$ cat config.mk
export PLATFORM = sky130hd
export DESIGN_NAME = if_id_fifo
export DESIGN_NICKNAME = d
export VERILOG_FILES = /design/src/rtl/drac_pkg.sv /design/src/rtl/if_id_fifo.sv
export SDC_FILE = /design/constraint.sdc
export NUM_CORES = 1
export LEC_CHECK = 0
export BUFFER_PORTS_ARGS = -buffer_cell sky130_fd_sc_hd__buf_2
export CAP_MARGIN = 15
export CORE_UTILIZATION = 52
export DETAILED_ROUTE_END_ITERATION = 8
export PLACE_DENSITY = 0.76
export SLEW_MARGIN = 10
export SYNTH_ARGS = -nofsm -noshare
export SYNTH_HDL_FRONTEND = slang
export SYNTH_SLANG_ARGS = --single-unit
export TNS_END_PERCENT = 1
$ cat constraint.sdc
create_clock -name clk_i -period 6.3 [get_ports clk_i]
set_input_delay 0.63 -clock clk_i [delete_from_list [all_inputs] [get_ports clk_i]]
set_output_delay 0.63 -clock clk_i [all_outputs]
set_load 0.005 [all_outputs]
$ cat src/rtl/drac_pkg.sv
// Shared pipeline types for the fetch/decode boundary.
// Also holds the instruction-buffer depth used by the top-level instantiation.
package drac_pkg;

   typedef logic [39:0] addr_t;
   typedef logic [31:0] inst_t;

   typedef enum logic [3:0] {
      INSTR_ADDR_MISALIGNED = 4'd0,
      INSTR_ACCESS_FAULT    = 4'd1,
      ILLEGAL_INSTR         = 4'd2,
      BREAKPOINT            = 4'd3,
      LD_ADDR_MISALIGNED    = 4'd4,
      LD_ACCESS_FAULT       = 4'd5,
      ST_AMO_ADDR_MISALIGN  = 4'd6,
      ST_AMO_ACCESS_FAULT   = 4'd7,
      INSTR_PAGE_FAULT      = 4'd12,
      NONE                  = 4'd15
   } exception_cause_t;

   typedef struct packed {
      exception_cause_t cause;
      logic [63:0]      origin;
      logic             valid;
   } exception_t;

   typedef enum logic {
      PRED_NOT_TAKEN = 1'b0,
      PRED_TAKEN     = 1'b1
   } branch_pred_decision_t;

   typedef struct packed {
      branch_pred_decision_t decision;
      addr_t                 pred_addr;
   } branch_pred_t;

   typedef struct packed {
      logic         valid;
      addr_t        pc_inst;
      inst_t        inst;
      branch_pred_t bpred;
      exception_t   ex;
   } if_id_stage_t;

   localparam int unsigned IF_ID_FIFO_DEPTH = 4;

endpackage

$ cat src/rtl/if_id_fifo.sv
// Fetch-to-decode instruction buffer: in-order FIFO of if_id_stage_t with flush.
// Optional macro IF_ID_FIFO_BYPASS_EN adds a zero-latency fetch->decode path when empty.
module if_id_fifo
   import drac_pkg::*;
#(
   parameter int unsigned DEPTH = IF_ID_FIFO_DEPTH,
   parameter int unsigned PTR_W = $clog2(DEPTH)
) (
   input  logic             clk_i,
   input  logic             rstn_i,
   input  logic             flush_i,
   input  if_id_stage_t     fetch_i,
   output logic             ready_o,
   output if_id_stage_t     decode_o,
   input  logic             decode_ready_i,
   output logic [PTR_W:0]   count_o
);

   localparam logic [PTR_W:0] FULL_CNT = (PTR_W+1)'(DEPTH);

   if_id_stage_t     mem [DEPTH];
   logic [PTR_W-1:0] rd_ptr;
   logic [PTR_W-1:0] wr_ptr;
   logic [PTR_W:0]   count;
   logic             head_valid;
   logic             push;
   logic             wr;
   logic             rd;

   assign head_valid = (count != '0);
   assign ready_o    = (count != FULL_CNT) & rstn_i & ~flush_i;
   assign push       = fetch_i.valid & ready_o;
   assign rd         = head_valid & decode_ready_i & rstn_i;
   assign count_o    = rstn_i ? count : '0;

`ifdef IF_ID_FIFO_BYPASS_EN
   logic bypass;
   assign bypass = ~head_valid & fetch_i.valid & ~flush_i & rstn_i;
   // A bypassed entry taken by decode this cycle never occupies a slot.
   assign wr     = push & ~(bypass & decode_ready_i);
`else
   assign wr     = push;
`endif

   always_comb begin
      decode_o = '0;
      if (rstn_i) begin
         if (head_valid) begin
            decode_o       = mem[rd_ptr];
            decode_o.valid = 1'b1;
         end
`ifdef IF_ID_FIFO_BYPASS_EN
         else if (bypass) begin
            decode_o = fetch_i;
         end
`endif
      end
   end

   // Flush outranks push/pop; ready_o already blocks the write in that cycle.
   always_ff @(posedge clk_i) begin
      if (!rstn_i || flush_i) begin
         rd_ptr <= '0;
         wr_ptr <= '0;
         count  <= '0;
      end else begin
         if (wr) wr_ptr <= wr_ptr + 1'b1;
         if (rd) rd_ptr <= rd_ptr + 1'b1;
         case ({wr, rd})
            2'b10:   count <= count + 1'b1;
            2'b01:   count <= count - 1'b1;
            default: count <= count;
         endcase
      end
   end

   always_ff @(posedge clk_i) begin
      if (wr) mem[wr_ptr] <= fetch_i;
   end

`ifndef SYNTHESIS
   always @(posedge clk_i) begin
      if (rstn_i) begin
         assert (count <= FULL_CNT);
         assert (!(fetch_i.valid && ready_o && count == FULL_CNT));
      end
   end
`endif

endmodule

==> tab_implementation.tex, run 1 <==
\begin{tabular}{lr}
\hline
Metric & Value \\
\hline
\multicolumn{2}{l}{\textbf{Run status}} \\
Run status & completed \\
\multicolumn{2}{l}{\textbf{Logic synthesis}} \\
Cell types occupying the most area after synthesis & edfxtp\_1 78\%, mux4\_2 15\%, and3\_1 4.1\% \\
Synthesized netlist net count & 1422 \\
Average cell area after synthesis & 22.85 µm² \\
Seq cells post-synth & 737 \\
Count of mapped cells out of synthesis & 1229 \\
Share of the synthesized area in the top cell type & 77.83\% \\
Area of the mapped netlist & 28090 µm² \\
Sequential element share of the synthesized area & 78.47\% \\
Number of library cell types mapped by synthesis & 23 \\
Cell type with the largest total area after synthesis & edfxtp\_1 \\
Synth warnings & 0 \\
\multicolumn{2}{l}{\textbf{Timing}} \\
Final clock period utilization by the worst path & 63.42\% \\
Slew @ Worst Pin & 1.153 ns \\
Pins Over Slew Limit & 0 \\
Max\_slew headroom & 23.11\% \\
Maximum clock skew at final layout & 0.01541 ns \\
Final Hold Fails & 0 \\
Achievable frequency & 250.3 MHz \\
Setup TNS & 0 ns \\
Crit path time final & 3.996 ns \\
Unrepaired setup endpoints after global routing & no \\
Number of failing setup endpoints in the final timing report & 0 \\
\multicolumn{2}{l}{\textbf{Clock network}} \\
Setup repair bufs after CTS & 0 \\
Skew-Pair Late Insertion Delay & 0.60 ns \\
Number of hold-repair buffers added at the cts stage & 0 \\
CTS root buffer & clkbuf\_16 \\
H-tree Lvls & 3 \\
Longest Clk Path Bufs & 3 \\
Clock-pin slew on the worst setup and hold paths & 0.06 ns \\
Number of resized instances in the post-cts repair step & 0 \\
CTS sink count & 737 \\
TritonCTS clock tree & built \\
Number of CTS-inserted buffers & 73 \\
\multicolumn{2}{l}{\textbf{Global routing}} \\
Number of global-route vias before repair & 13830 \\
Maximum number of pins on one net before global-route repair & 108 \\
Number of antenna violations at the first check in global routing & 24 \\
Remaining global-route overflow & 0 \\
Total routing usage reported by global routing & 20.93\% \\
Global-route wire length before repair & 84440 µm \\
\multicolumn{2}{l}{\textbf{Worst setup path}} \\
Worst stage delay on the critical path & 0.88 ns \\
Required time worst endpoint & 5.67 ns \\
Worst setup path class & reg -> out \\
Family with the most delay on the worst path & simple AND/OR/NAND/NOR gates \\
R2R Setup Slk & 3.30 ns \\
Startpoint type of the worst setup path & flip-flop \\
Standard cell with the maximum stage delay on the critical path & or3\_4 \\
Number of buffer and inverter stages on the critical path & 2 \\
Data arrival, critical path & 3.37 ns \\
Worst-path fanout max & 105 \\
Kind of capture point of the worst setup path & output port \\
Cell chain of the critical path & or3\_4 -> buf\_4 -> and3\_1 -> buf\_2 \\
\multicolumn{2}{l}{\textbf{Power}} \\
Peak ir drop on the vdd network & 0.0002328 V \\
Leak Pwr & 11.71 nW \\
Cell area power density & 295.4 nW/µm² \\
\multicolumn{2}{l}{\textbf{Worst hold path}} \\
Class of the most critical hold timing path & in -> reg \\
\multicolumn{2}{l}{\textbf{Finish}} \\
Final standard cell area without fillers & 32760 µm² \\
Utilization after layout & 61.84\% \\
Layout cells sized above 1 & 40.46\% \\
Net count reported at finish & 1804 \\
Area Growth Syn to Fin & 16.63\% \\
\multicolumn{2}{l}{\textbf{Routing}} \\
First-pass detailed-route iteration total & 5 \\
Total DRC errors in the routed layout & 0 \\
Total wirelength of the detailed-routed design & 57850 µm \\
Post-detailed-route via-to-cell ratio & 5.851 \\
Number of routed nets with antenna violations & 0 \\
Vias post-DR & 13820 \\
Routed WL per cell & 24.49 µm \\
Initial drt markers & 1170 \\
\multicolumn{2}{l}{\textbf{Placed design}} \\
Placed cell area & 30560 µm² \\
Final estimated routing congestion in global placement & 0.7572 \\
Number of buffer cells added on primary ports & 373 \\
Detailed placer's ending HPWL & 33470 µm \\
\multicolumn{2}{l}{\textbf{Job}} \\
Max capacitance violation total & 0 \\
\multicolumn{2}{l}{\textbf{Die}} \\
Chip Width & 234.4 µm \\
Initial cell density of the core & 53.02\% \\
Die H & 234.4 µm \\
FP Rows & 84 \\
Area enclosed by the die boundary & 54950 µm² \\
I/O Pins & 374 \\
Core region area & 52970 µm² \\
\hline
\end{tabular}
-- per-layer routing --
metal	wire [µm]	global-route usage [%]	up-vias
met4	1055	6.411	36
li1	-	-	5946
met5	236	0	-
met1	23700	30.13	7177
met2	27520	31.41	556
met3	5343	5.849	106
-- cell families (layout without fill, tap and decap cells) --
group / after synthesis / count (layout) / synth area share (%)
flip-flops: 737 / 737 / 78.47
AO/OA/AOI/OAI: 5 / 5 / 0.1114
multiplexers: 184 / 184 / 14.67
XOR/XNOR: 4 / 4 / 0.1247
AND/OR/NAND/NOR: 205 / 205 / 4.513
buffers and inverters: 88 / 520 / 1.809
other: 0 / 13 / 0
adder cells (fa/ha/maj): 6 / 6 / 0.2940
-- state kept, by name, indices dropped and copies added, names as in the netlist, named ones only --
signal and count:
count 3, mem 728, rd_ptr 2, wr_ptr 2
-- final timing paths --
path / cells after the start / end / startpoint
max: 4 / decode_o[35] / count[0]
min: 1 / mem[2][113] / fetch_i[113]
max reg2reg: 8 / count[2] / count[0]
min reg2reg: 2 / rd_ptr[1] / rd_ptr[1]
-- cell usage after synthesis, drive strengths merged --
cell,number
a21oi,2
and2,8
and3,183
buf,41
clkbuf,41
dfxtp,9
edfxtp,728
fa,1
ha,5
inv,6
mux2,2
mux4,182
nand2b,1
nor2,9
nor3b,2
o21ai,1
o311ai,1
o31ai,1
or3,2
xor2,4
-- cell type report --
cell class / count / area (µm²)
Sequential cell: 737 / 22050
Fill cell: 3659 / 20210
Multi-Input combinational cell: 404 / 5553
Timing Repair Buffer: 389 / 2077
Clock buffer: 95 / 1994
Tap cell: 688 / 860.8
Clock inverter: 30 / 170.2
Antenna cell: 13 / 32.53
Inverter: 6 / 22.52
-- worst reg2reg max path, cell delays in order (launching register included) --
cell	delay, ns
dfxtp_1	0.47
or3_4	0.89
and3_1	0.28
ha_1	0.18
inv_1	0.07
fa_1	0.39
xor2_1	0.19
or3_1	0.32
a21oi_1	0.15
-- cell usage in the layout (no fill, tap or decap), drive strengths merged --
master / instances
nor3b: 2
mux4: 182
clkinvlp: 3
a21oi: 2
and3: 183
o31ai: 1
mux2: 2
xor2: 4
inv: 8
diode: 13
o21ai: 1
bufinv: 1
edfxtp: 728
o311ai: 1
buf: 389
and2: 8
nor2: 9
clkbuf: 95
or3: 2
ha: 5
clkinv: 24
dfxtp: 9
nand2b: 1
fa: 1
-- stage by stage --
stage                     cells  hold slack [ns]  setup slack (ns)  total power [mW]
final                      2362           0.2421             2.304             9.677
after global routing       2352           0.2200             2.133             9.969
after CTS                  2349           0.1998             2.315             9.773
after detailed placement   2224           0.5240             2.427             5.821
after global placement     2224           0.5329             2.531             5.803
after floorplan            1229           0.4847            0.2344             5.673
-- where the power goes --
part / switching, mW / internal (mW) / leakage, nW
clock: 1.70 / 2.26 / 1.05
sequential: 0.0130 / 5.44 / 6.65
combinational: 0.154 / 0.103 / 4.01
No activity file was read; power rests on OpenSTA's default activity.
==> run 2: changes to the inputs <==
CORE_UTILIZATION = 55   (was 52)
PLACE_DENSITY = 0.77   (was 0.76)
clock period = 3.88 ns   (was 6.3 ns; I/O delays follow)
==> tab_implementation.tex, run 2 (synthesis results as in run 1) <==
\begin{tabular}{lr}
\hline
Metric & Value \\
\hline
\multicolumn{2}{l}{\textbf{Run status}} \\
Run status & completed \\
\multicolumn{2}{l}{\textbf{Routing}} \\
First-pass detailed-route iteration total & 5 (unchanged) \\
Initial drt markers & 1119 (-4.4\%) \\
Post-detailed-route via-to-cell ratio & 5.821 (-0.52\%) \\
Vias post-DR & 14750 (+6.7\%) \\
Routed WL per cell & 24.60 µm (+0.43\%) \\
Total DRC errors in the routed layout & 0 (unchanged) \\
Total wirelength of the detailed-routed design & 62330 µm (+7.7\%) \\
Number of routed nets with antenna violations & 0 (unchanged) \\
\multicolumn{2}{l}{\textbf{Die}} \\
Chip Width & 228.0 µm (-2.7\%) \\
Initial cell density of the core & 55.87\% (+2.8 points) \\
Die H & 228.0 µm (-2.7\%) \\
Core region area & 50270 µm² (-5.1\%) \\
Area enclosed by the die boundary & 51970 µm² (-5.4\%) \\
I/O Pins & 374 (unchanged) \\
FP Rows & 82 (-2.4\%) \\
\multicolumn{2}{l}{\textbf{Finish}} \\
Largest registers & mem x728, count x3 \\
Max FFs per register & 728 (unchanged) \\
Utilization after layout & 69.26\% (+7.4 points) \\
Biggest register & mem \\
Area Growth Syn to Fin & 23.97\% \\
Net count reported at finish & 1998 (+11\%) \\
Final standard cell area without fillers & 34820 µm² (+6.3\%) \\
Layout cells sized above 1 & 37.33\% (-3.1 points) \\
Commonest non-fill, non-tap cells in the layout & 728 x edfxtp\_1, 372 x buf\_2, 183 x and3\_1 \\
Most common library cell in the layout ignoring fill and taps & edfxtp\_1 \\
\multicolumn{2}{l}{\textbf{Clock network}} \\
CTS root buffer & clkbuf\_16 \\
Clock-pin slew on the worst setup and hold paths & 0.06 ns (about the same) \\
Skew-Pair Late Insertion Delay & 0.60 ns (about the same) \\
Number of CTS-inserted buffers & 74 (+1.4\%) \\
Number of resized instances in the post-cts repair step & 0 (unchanged) \\
CTS sink count & 737 (unchanged) \\
Longest Clk Path Bufs & 3 (unchanged) \\
TritonCTS clock tree & built \\
H-tree Lvls & 3 (unchanged) \\
\multicolumn{2}{l}{\textbf{Worst setup path}} \\
Data arrival, critical path & 2.96 ns (-0.41 ns) \\
Kind of capture point of the worst setup path & output port \\
Required time worst endpoint & 3.49 ns (-2.18 ns) \\
Reg-to-Reg End & mem[0][76] \\
Worst setup path class & reg -> out \\
Worst r2r path cells & 4 (-4) \\
Worst setup startpoint & count[0] \\
R2R Setup Slk & 1.42 ns (-1.88 ns) \\
Startpoint type of the worst setup path & flip-flop \\
Worst-path fanout max & 100 (-4.8\%) \\
Capture point of the worst path & decode\_o[4] \\
Startpoint of the most critical register-to-register path & count[0] \\
\multicolumn{2}{l}{\textbf{Job}} \\
Max capacitance violation total & 0 (unchanged) \\
\multicolumn{2}{l}{\textbf{Timing}} \\
Crit path time final & 3.347 ns \\
Setup slack of the critical path after layout & 0.5332 ns (-1.771 ns) \\
Final Hold Fails & 0 (unchanged) \\
Setup TNS & 0 ns (unchanged) \\
Slew @ Worst Pin & 1.097 ns (-0.05612 ns) \\
Max\_slew headroom & 26.85\% (+3.7 points) \\
Achievable frequency & 298.8 MHz \\
Number of failing setup endpoints in the final timing report & 0 (unchanged) \\
Maximum clock skew at final layout & 0.01487 ns (-0.0005368 ns) \\
Final clock period utilization by the worst path & 86.26\% \\
Pins Over Slew Limit & 0 (unchanged) \\
Unrepaired setup endpoints after global routing & no \\
Hold Worst Slack & 0.02718 ns (-0.2149 ns) \\
\multicolumn{2}{l}{\textbf{Placed design}} \\
Final estimated routing congestion in global placement & 0.7438 (-1.8\%) \\
Number of buffer cells added on primary ports & 373 (unchanged) \\
Worst-case setup slack after placement & 1.050 ns (-1.377 ns) \\
Detailed placer's ending HPWL & 33460 µm (about the same) \\
Placed cell area & 30820 µm² (+0.86\%) \\
\multicolumn{2}{l}{\textbf{Global routing}} \\
Maximum number of pins on one net before global-route repair & 188 (+74\%) \\
Total routing usage reported by global routing & 24.23\% (+3.3 points) \\
Number of global-route vias before repair & 15560 (+12\%) \\
Global-route wire length before repair & 93900 µm (+11\%) \\
Remaining global-route overflow & 0 (unchanged) \\
Number of antenna violations at the first check in global routing & 7 (-71\%) \\
\multicolumn{2}{l}{\textbf{Power}} \\
Peak ir drop on the vdd network & 0.0005357 V (+130\%) \\
Cell area power density & 463.8 nW/µm² (+57\%) \\
Leak Pwr & 12.62 nW (+7.8\%) \\
\multicolumn{2}{l}{\textbf{Worst hold path}} \\
Class of the most critical hold timing path & in -> reg \\
\hline
\end{tabular}
## run 2: final cells by class
| cell class | count | area, µm² |
|---|---|---|
| Antenna cell | 3 | 7.507 |
| Clock buffer | 104 | 2071 |
| Clock inverter | 26 | 195.2 |
| Fill cell | 3041 | 15450 |
| Inverter | 6 | 22.52 |
| Multi-Input combinational cell | 404 | 5553 |
| Sequential cell | 737 | 22050 |
| Tap cell | 672 | 840.8 |
| Timing Repair Buffer | 582 | 4081 |
## run 2: where the power goes
| group | switching (mW) | total [mW] | internal (mW) |
|---|---|---|---|
| Sequential | 0.0242 | 8.86 | 8.84 |
| Clock | 2.79 | 6.70 | 3.91 |
| Combinational | 0.291 | 0.580 | 0.288 |
## run 2: per-layer routing
layer | part of all wire, % | routed length [µm] | track usage (%)
met1 | 38 | 23920 | 31.98
met2 | 51 | 31990 | 40.34
met3 | 8.0 | 4991 | 6.325
met4 | 2.3 | 1412 | 6.586
met5 | 0.040 | 25 | 0
## run 2: through the flow
stage	instances	power, mW
final	2534	16.15
after global routing	2534	16.58
after CTS	2531	16.21
after detailed placement	2229	9.455
after global placement	2229	9.429
after floorplan	1229	9.210
## run 2: repair_timing
action                                 CTS  global route
endpoints found under the hold margin  685             0
hold buffers                           172             0
setup endpoints to repair                0             0
setup buffers                            0             0
## run 2: how the worst min path moves through the flow
stage / endpoint / slack (ns) / startpoint / cells past startpoint
floorplan: flip-flop / 0.48 / rd_ptr[1] / 2
global placement: rd_ptr[0] / 0.51 / rd_ptr[0] / 2
detailed placement: flip-flop / 0.53 / rd_ptr[1] / 2
CTS: mem[1][11] / 0.0001 / fetch_i[11] / 1
global route: mem[0][165] / 0.008 / fetch_i[165] / 1
finish: mem[1][11] / 0.03 / fetch_i[11] / 1
## run 2: critical path: stages, from the launching register on
cell	delay [ns]
dfxtp_1	0.44
or3_4	0.47
buf_4	0.79
and3_1	0.33
buf_2	0.13
==> run 3: changes to the inputs <==
==> constraint.sdc (replaced) <==
create_clock -name clk_i -period 3.88 [get_ports clk_i]
set_input_delay 0.582 -clock clk_i [delete_from_list [all_inputs] [get_ports clk_i]]
set_output_delay 0.582 -clock clk_i [all_outputs]
set_load 0.005 [all_outputs]
==> tab_implementation.tex, run 3 (synthesis results as in run 1) <==
\begin{tabular}{lr}
\hline
Metric & Value \\
\hline
\multicolumn{2}{l}{\textbf{Worst setup path}} \\
Startpoint type of the worst setup path & flip-flop \\
Startpoint of the most critical register-to-register path & count[0] \\
Worst r2r path cells & 4 (unchanged) \\
Kind of capture point of the worst setup path & output port \\
Worst setup path class & reg -> out \\
Required time worst endpoint & 3.30 ns (-0.19 ns) \\
Data arrival, critical path & 2.61 ns (-0.35 ns) \\
Reg-to-Reg End & mem[3][176] \\
Worst-path fanout max & 27 (-73\%) \\
R2R Setup Slk & 1.50 ns (+0.08 ns) \\
\multicolumn{2}{l}{\textbf{Routing}} \\
Post-detailed-route via-to-cell ratio & 5.870 (+0.84\%) \\
Routed WL per cell & 24.54 µm (-0.23\%) \\
Total DRC errors in the routed layout & 0 (unchanged) \\
Total wirelength of the detailed-routed design & 58070 µm (-6.8\%) \\
Number of routed nets with antenna violations & 0 (unchanged) \\
Initial drt markers & 1124 (+0.45\%) \\
Vias post-DR & 13890 (-5.8\%) \\
First-pass detailed-route iteration total & 5 (unchanged) \\
\multicolumn{2}{l}{\textbf{Die}} \\
Chip Width & 228.0 µm (unchanged) \\
FP Rows & 82 (unchanged) \\
I/O Pins & 374 (unchanged) \\
Area enclosed by the die boundary & 51970 µm² (unchanged) \\
Die H & 228.0 µm (unchanged) \\
Core region area & 50270 µm² (unchanged) \\
Initial cell density of the core & 55.87\% (unchanged) \\
\multicolumn{2}{l}{\textbf{Placed design}} \\
Placed cell area & 30810 µm² (about the same) \\
Final estimated routing congestion in global placement & 0.7488 (+0.67\%) \\
Detailed placer's ending HPWL & 34780 µm (+3.9\%) \\
Worst-case setup slack after placement & 1.076 ns (+0.02568 ns) \\
Dpl cells & 2222 (-0.31\%) \\
Number of buffer cells added on primary ports & 373 (unchanged) \\
\multicolumn{2}{l}{\textbf{Finish}} \\
Max FFs per register & 728 (unchanged) \\
Layout cells sized above 1 & 41.40\% (+4.1 points) \\
Biggest register & mem \\
Commonest non-fill, non-tap cells in the layout & 728 x edfxtp\_1, 372 x buf\_2, 183 x and3\_1 \\
Most common library cell in the layout ignoring fill and taps & edfxtp\_1 \\
Largest registers & mem x728, count x3 \\
Final cell count without fillers & 2366 (-6.6\%) \\
Net count reported at finish & 1819 (-9.0\%) \\
Final standard cell area without fillers & 33170 µm² (-4.7\%) \\
Area Growth Syn to Fin & 18.10\% \\
\multicolumn{2}{l}{\textbf{Power}} \\
Post-layout total power & 16.11 mW (-0.21\%) \\
Sw power & 3.101 mW (-0.28\%) \\
Share of total power in the clock network & 42.4\% (+0.9 points) \\
Internal Pwr Total & 13.01 mW (-0.19\%) \\
Cell area power density & 485.8 nW/µm² (+4.8\%) \\
Sequential share of power & 55.0\% (about the same) \\
Peak ir drop on the vdd network & 0.0004840 V (-9.7\%) \\
Leak Pwr & 11.90 nW (-5.7\%) \\
Net Sw Frac & 19.24\% (about the same) \\
Portion of total power attributed to combinational logic & 2.6\% (-1.0 points) \\
\multicolumn{2}{l}{\textbf{Timing}} \\
Final Hold Fails & 0 (unchanged) \\
Setup TNS & 0 ns (unchanged) \\
Max\_slew headroom & 34.49\% (+7.6 points) \\
Pins Over Slew Limit & 0 (unchanged) \\
Slew @ Worst Pin & 0.9827 ns (-0.1146 ns) \\
Final clock period utilization by the worst path & 82.29\% (-4.0 points) \\
Setup slack of the critical path after layout & 0.6871 ns (+0.1539 ns) \\
Unrepaired setup endpoints after global routing & no \\
Achievable frequency & 313.2 MHz (+4.8\%) \\
Crit path time final & 3.193 ns (-0.1539 ns) \\
Number of failing setup endpoints in the final timing report & 0 (unchanged) \\
Maximum clock skew at final layout & 0.01759 ns (+0.002726 ns) \\
\multicolumn{2}{l}{\textbf{Clock network}} \\
Number of CTS-inserted buffers & 74 (unchanged) \\
Clock-pin slew on the worst setup and hold paths & 0.06 ns (about the same) \\
TritonCTS clock tree & built \\
Longest Clk Path Bufs & 3 (unchanged) \\
CTS sink count & 737 (unchanged) \\
H-tree Lvls & 3 (unchanged) \\
Skew-Pair Late Insertion Delay & 0.60 ns (about the same) \\
Number of hold-repair buffers added at the cts stage & 0 (-100\%) \\
Setup repair bufs after CTS & 0 (unchanged) \\
CTS root buffer & clkbuf\_16 \\
Number of resized instances in the post-cts repair step & 0 (unchanged) \\
\multicolumn{2}{l}{\textbf{Global routing}} \\
Total routing usage reported by global routing & 22.57\% (-1.7 points) \\
Number of antenna violations at the first check in global routing & 23 (+16) \\
Number of global-route vias before repair & 14420 (-7.3\%) \\
Remaining global-route overflow & 0 (unchanged) \\
Global-route wire length before repair & 87420 µm (-6.9\%) \\
Maximum number of pins on one net before global-route repair & 101 (-46\%) \\
\multicolumn{2}{l}{\textbf{Run status}} \\
Run status & completed \\
\multicolumn{2}{l}{\textbf{Worst hold path}} \\
Endpoint of the worst hold path & mem[1][61] \\
Class of the most critical hold timing path & in -> reg \\
Count of cells along the worst hold path & 1 (unchanged) \\
Hold path start & fetch\_i[61] \\
\multicolumn{2}{l}{\textbf{Job}} \\
Max capacitance violation total & 0 (unchanged) \\
\hline
\end{tabular}
run 3: area by class of cell:
| cell class | instances | area [µm²] |
|---|---|---|
| clock inverters | 36 | 354.1 |
| fillers | 3222 | 17100 |
| repair buffers | 403 | 2345 |
| clock buffers | 95 | 1973 |
| multi-input cells | 404 | 5553 |
| well taps | 672 | 840.8 |
| flip-flops and latches | 737 | 22050 |
| inverters | 6 | 22.52 |
| diodes | 13 | 32.53 |
run 3: stage by stage:
| stage | hold WS, ns | utilization, % |
|---|---|---|
| final | 0.1881 | 65.98 |
| after global routing | 0.1528 | 65.94 |
| after CTS | 0.1445 | 65.91 |
| after detailed placement | 0.5261 | 61.28 |
| after global placement | 0.5134 | 61.28 |
| after floorplan | 0.4847 | - |
run 3: power groups by stage:
stage	Clock, mW	Combinational [mW]	Sequential, mW
detailed placement	0	0.427	9.03
floorplan	0	0.169	9.03
global placement	0	0.408	9.02
global route	7.25	0.462	8.86
CTS	6.95	0.429	8.86
finish	6.83	0.425	8.86
run 3: layer usage:
layer / vias to the layer above / part of all wire [%] / global-route usage [%]
met3: 96 / 9.2 / 7.925
met4: 26 / 1.7 / 6.019
met2: 531 / 48 / 35.04
met5: - / 0.29 / 0
li1: 5983 / - / -
met1: 7252 / 40 / 30.77
run 3: worst max path at each step:
stage,end,from,cells past startpoint,slack [ns]
6_report,decode_o[180],flip-flop,5,0.69
5_1_grt,decode_o[180],flip-flop,5,0.51
2_1_floorplan,mem[0][0],rstn_i,5,-0.12
3_5_place_dp,mem[0][149],flush_i,5,1.08
3_3_place_gp,mem[3][163],flush_i,5,1.15
4_1_cts,decode_o[180],flip-flop,5,0.58
run 3: worst max-delay path, stage by stage (launching register included):
cell and delay [ns]:
dfxtp_4 0.52, buf_12 0.28, buf_4 0.31, mux4_2 0.53, and3_1 0.22, buf_2 0.13
